$ cat src/rtl/alu_ctrl_seq.sv
// ============================================================================
// Module   : alu_ctrl_seq
// Brief    : Registered ALU control decode with a multi-cycle mul/div sequencer
//            between instruction decode and the EX stage.
// Revision : 1.0 - initial release
// ============================================================================
`default_nettype none

module alu_ctrl_seq #(
    parameter int CTRL_W  = 4,
    parameter int MUL_LAT = 3,
    parameter int DIV_LAT = 8
) (
    input  logic              clk_i,
    input  logic              rst_i,
    input  logic              valid_i,
    input  logic [3:0]        ALUOp_i,
    input  logic [5:0]        funct_i,
    input  logic              flush_i,
    output logic              ready_o,
    output logic              valid_o,
    output logic [CTRL_W-1:0] ALUCtrl_o,
    output logic              Jr_o,
    output logic              illegal_o,
    output logic              mdu_start_o,
    output logic              mdu_op_o
);

    localparam int c_MAX_LAT = (MUL_LAT > DIV_LAT) ? MUL_LAT : DIV_LAT;
    localparam int c_CNT_W   = $clog2(c_MAX_LAT);

    // Counter is loaded with LAT-2 so the return edge lands LAT cycles after accept.
    localparam logic [c_CNT_W-1:0] c_MUL_LOAD = c_CNT_W'(MUL_LAT - 2);
    localparam logic [c_CNT_W-1:0] c_DIV_LOAD = c_CNT_W'(DIV_LAT - 2);

    localparam logic [0:0] c_ST_IDLE = 1'b0;
    localparam logic [0:0] c_ST_BUSY = 1'b1;

    logic [0:0]         r_state;
    logic [0:0]         w_state_nxt;
    logic [c_CNT_W-1:0] r_cnt;
    logic [c_CNT_W-1:0] w_cnt_nxt;
    logic               r_valid;
    logic               w_valid_nxt;
    logic               r_start;
    logic               w_start_nxt;
    logic               r_op;
    logic [CTRL_W-1:0]  r_ctrl;
    logic               r_jr;
    logic               r_illegal;

    logic [3:0]         w_code;
    logic               w_jr;
    logic               w_illegal;
    logic               w_multi;
    logic               w_div;
    logic               w_ready;
    logic               w_accept;

    always_comb begin
        w_code    = 4'b0000;
        w_jr      = 1'b0;
        w_illegal = 1'b0;
        w_multi   = 1'b0;
        w_div     = 1'b0;
        case (ALUOp_i)
            4'b0010: begin
                case (funct_i)
                    6'b100001: w_code = 4'b0010;
                    6'b100011: w_code = 4'b0110;
                    6'b100100: w_code = 4'b0000;
                    6'b100101: w_code = 4'b0001;
                    6'b101010: w_code = 4'b0111;
                    6'b000011: w_code = 4'b1110;
                    6'b000111: w_code = 4'b1111;
                    6'b001000: begin
                        w_code = 4'b0100;
                        w_jr   = 1'b1;
                    end
                    6'b011000: begin
                        w_code  = 4'b0011;
                        w_multi = 1'b1;
                    end
                    6'b011010: begin
                        w_code  = 4'b0101;
                        w_multi = 1'b1;
                        w_div   = 1'b1;
                    end
                    default:   w_illegal = 1'b1;
                endcase
            end
            4'b0100: w_code = 4'b0010;
            4'b0101: w_code = 4'b0111;
            4'b0001: w_code = 4'b0110;
            4'b0110: w_code = 4'b1101;
            4'b1100: w_code = 4'b1000;
            4'b0111: w_code = 4'b0001;
            4'b0011: w_code = 4'b0110;
            4'b1000: w_code = 4'b0010;
            4'b1001: w_code = 4'b0010;
            4'b0000: w_code = 4'b0000;
            4'b1010: w_code = 4'b0110;
            4'b1011: w_code = 4'b0110;
            default: w_illegal = 1'b1;
        endcase
    end

    assign w_ready  = (r_state == c_ST_IDLE);
    assign w_accept = valid_i & w_ready & ~flush_i;

    always_comb begin
        w_state_nxt = r_state;
        w_cnt_nxt   = r_cnt;
        w_valid_nxt = 1'b0;
        w_start_nxt = 1'b0;
        if (flush_i) begin
            w_state_nxt = c_ST_IDLE;
        end else begin
            case (r_state)
                c_ST_IDLE: begin
                    if (w_accept) begin
                        if (w_multi) begin
                            w_state_nxt = c_ST_BUSY;
                            w_cnt_nxt   = w_div ? c_DIV_LOAD : c_MUL_LOAD;
                            w_start_nxt = 1'b1;
                        end else begin
                            w_valid_nxt = 1'b1;
                        end
                    end
                end
                c_ST_BUSY: begin
                    if (r_cnt == '0) begin
                        w_state_nxt = c_ST_IDLE;
                        w_valid_nxt = 1'b1;
                    end else begin
                        w_cnt_nxt = r_cnt - c_CNT_W'(1);
                    end
                end
                default: w_state_nxt = c_ST_IDLE;
            endcase
        end
    end

    always_ff @(posedge clk_i or posedge rst_i) begin
        if (rst_i) begin
            r_state   <= c_ST_IDLE;
            r_cnt     <= '0;
            r_valid   <= 1'b0;
            r_start   <= 1'b0;
            r_op      <= 1'b0;
            r_ctrl    <= '0;
            r_jr      <= 1'b0;
            r_illegal <= 1'b0;
        end else begin
            r_state <= w_state_nxt;
            r_cnt   <= w_cnt_nxt;
            r_valid <= w_valid_nxt;
            r_start <= w_start_nxt;
            // Control codes hold across BUSY and flushes until the next accept.
            if (w_accept) begin
                r_ctrl    <= CTRL_W'(w_code);
                r_jr      <= w_jr;
                r_illegal <= w_illegal;
                if (w_multi) begin
                    r_op <= w_div;
                end
            end
        end
    end

    assign ready_o     = w_ready;
    assign valid_o     = r_valid;
    assign ALUCtrl_o   = r_ctrl;
    assign Jr_o        = r_jr;
    assign illegal_o   = r_illegal;
    assign mdu_start_o = r_start;
    assign mdu_op_o    = r_op;

endmodule

`default_nettype wire
$ cat config.mk
export PLATFORM = sky130hd
export DESIGN_NAME = alu_ctrl_seq
export DESIGN_NICKNAME = d
export VERILOG_FILES = /design/src/rtl/alu_ctrl_seq.sv
export SDC_FILE = /design/constraint.sdc
export NUM_CORES = 1
export LEC_CHECK = 0
export ABC_AREA = 1
export CORE_ASPECT_RATIO = 0.75
export CORE_UTILIZATION = 40
export CTS_BUF_LIST = sky130_fd_sc_hd__clkbuf_4 sky130_fd_sc_hd__clkbuf_8
export DETAILED_ROUTE_END_ITERATION = 16
export PLACE_DENSITY = 0.78
export SLEW_MARGIN = 20
export SYNTH_ARGS = -nofsm -noshare
export SYNTH_HDL_FRONTEND = slang
export SYNTH_SLANG_ARGS = --single-unit
$ cat constraint.sdc
create_clock -name clk_i -period 1.3 [get_ports clk_i]
set_input_delay 0.39 -clock clk_i [delete_from_list [all_inputs] [get_ports clk_i]]
set_output_delay 0.39 -clock clk_i [all_outputs]
set_load 0.02 [all_outputs]
==> results.cfg <==
[status]
status = finished with violations
violations = design-rule violations

[synthesis]
synth-simple-area-share = 0.419
yosysMostFrequentCell = nand2_1
synth_fa_ha_area_frac = 0.0270
syn_area_sq_um = 926
synth_compound_area_frac = 0.120
synth_common_cells = nand2_1, nor2_1, dfrtp_1
ys_seq_area_frac = 0.351
synth_warnings = 0
synthMuxAreaShare = 0
syn_area_per_cell_sq_um = 7.23
synth-edff-count = 0
synth_top_cell_by_area = dfrtp_1
syn-num-nets = 144
syn_inst = 128
ys_ff_latch = 13
ys.flop_type = dfrtp_1
netlist-cell-type-count = 25
yosys-top-cells-area = dfrtp_1, nand2_1, nor2_1
async_flop_share = 1.00
synth-xor-area-share = 0.00946
netlist.area_leader.share = 0.351
synth_top_family_by_area = simple AND/OR/NAND/NOR gates

[power_and_ir_drop]
p_clk_frac = 0.284
p_int_uw = 677
sw_frac_of_total = 0.313
seqPwrFrac = 0.449
power_leakage_uw = 0.000748
switchingPower_uw = 308
irDropWorstVdd_mv = 0.501
power_uw = 985
power_density_nw_per_um2 = 730
p_comb_frac = 0.268

[sta]
hold_viol = 0
slew_violations = 0
maxSlewHeadroom = 0.826
finalSetupViolCount = 0
tightest_slew_ns = 0.258
fin_crit_sh = 0.960
postLayoutSetupSlackWorst_ns = 0.0526
rsz0062_at_grt = no
fmax_ghz = 0.802
finClkSkew_ns = 0.00123
fin_crit_ns = 1.25

[clocking]
clk_latency_ns = 0.28
cts-root-buf = clkbuf_4
cts.clk_slew.worst_paths_ns = 0.08
cts_htree_levels = 1
cts_hold_buf = 0
cts_tree = done
cts_sinks = 13
cts_buffers = 3
clockBufferDepth = 2

[setup_path]
crit_path_start_kind = flop
critPathKind = flop to primary output
required_ns = 0.91
arrival_ns = 0.86
critPathMaxFanout = 2
cp-end-kind = primary output
ff2ff_path_depth = 7

[placement]
dpl.hpwl_mm = 1.84
place_ws_ns = -0.522
place_congestion = 0.932
dp.cells = 190
dpl_cell_area_sq_um = 1300
portBuffers = 23

[floorplanning]
die_w_um = 57.6
top_level_ports = 24
initial_utilization = 0.444
core_sq_um = 2080
die-area_sq_um = 2510
dieHeight_um = 43.7
fp-row-count = 14

[detailed_routing]
vias = 1010
ant_nets = 0
avgRoutedWirePerCell_um = 12.0
drt_iter0_markers = 26
firstDrtPassIters = 10
wirelength_mm = 2.40
avgViaCountPerCell = 5.08
post-route-drc-count = 1

[job]
max_cap_violations = 0

[global_routing]
grt_pass1_wl_mm = 3.99
grt_util_met3 = 0.0567
antenna_found_initial = 0
top_usage_layer = met2
grt_pass1_vias = 990
grt_util_all_layers = 0.210
grt_max_degree = 14
grt_use_met2 = 0.412
met1_usage = 0.228
globalRoute.totalOverflow = 0

[layout]
syn2layout_area_growth_pct = 45.8
utilization = 0.648
stdcell_count = 199
num_antenna_cells = 0
nets = 192
drive_above_1_share = 0.394
stdcell_area_sq_um = 1350
fillers = 173

[worst_hold_path]
hp-class = input port to async pin
==> per-layer routing <==
layer	routed length [um]	vias to the layer above
li1	-	509
met1	1000	473
met2	1260	25
met3	119	3
met4	17	0
met5	0	-
==> flip-flops by register name, indices dropped and copies added (netlist names) <==
register / count
ALUCtrl_o: 4
r_cnt: 3
Jr_o: 1
illegal_o: 1
mdu_op_o: 1
mdu_start_o: 1
r_state: 1
valid_o: 1
==> placed cells by master, fill, tap and decap left out, types with 6 or more instances in the layout <==
cell	count
nand2_1	29
buf_4	19
nor2_1	14
dfrtp_1	13
nand3_1	11
buf_2	9
inv_2	8
inv_1	8
dlygate4sd2_1	6
==> worst paths after layout <==
check                             startpoint            to  slack [ns]
min in group clk_i                   flush_i       valid_o        0.42
worst max-delay path                 r_state       ready_o        0.05
worst min-delay path                   rst_i  ALUCtrl_o[0]        0.39
worst min register to register  ALUCtrl_o[1]  ALUCtrl_o[1]        0.48
max in group asynchronous              rst_i   mdu_start_o        0.75
worst max register to register      r_cnt[0]      r_cnt[0]        0.07
==> cell type report <==
type	count	area, sq um	share of cell area
clock buffers	4	30.0	0.0222
inverters	18	72.6	0.0538
multi-input cells	97	582	0.431
well taps	24	30.0	0.0222
flip-flops and latches	13	325	0.241
repair buffers	43	310	0.230
==> power groups by stage <==
stage / registers [uW] / logic, uW / clock network, uW
floorplan: 476 / 106 / 0
global placement: 451 / 268 / 0
detailed placement: 451 / 276 / 0
CTS: 443 / 260 / 278
global route: 445 / 289 / 298
finish: 442 / 264 / 279
==> timing repair <==
action	CTS	global route
buffers inserted	5	0
pin swaps	12	9
gates resized for setup	61	23
endpoints found under the setup margin	22	13
==> through the flow <==
step / setup TNS [ns] / hold slack, ns
floorplan: 0 / 0.267
global placement: -4.96 / 0.469
detailed placement: -5.70 / 0.477
CTS: 0 / 0.392
global route: 0 / 0.416
finish: 0 / 0.385
==> cells by family (layout without fill, tap and decap cells) <==
family | count (synthesis) | count (layout)
buffers and inverters | 18 | 65
adders and majority gates | 2 | 2
xor gates and xnor gates | 1 | 1
AOI/OAI and AO/OA | 18 | 18
DFF | 13 | 13
and+or+nand+nor | 76 | 76
==> critical path, cell delays in order (launching register included) <==
cell,delay [ns]
dfrtp_1,0.40
inv_2,0.07
buf_6,0.11
Note: power is estimated with default switching activity, not from simulation.
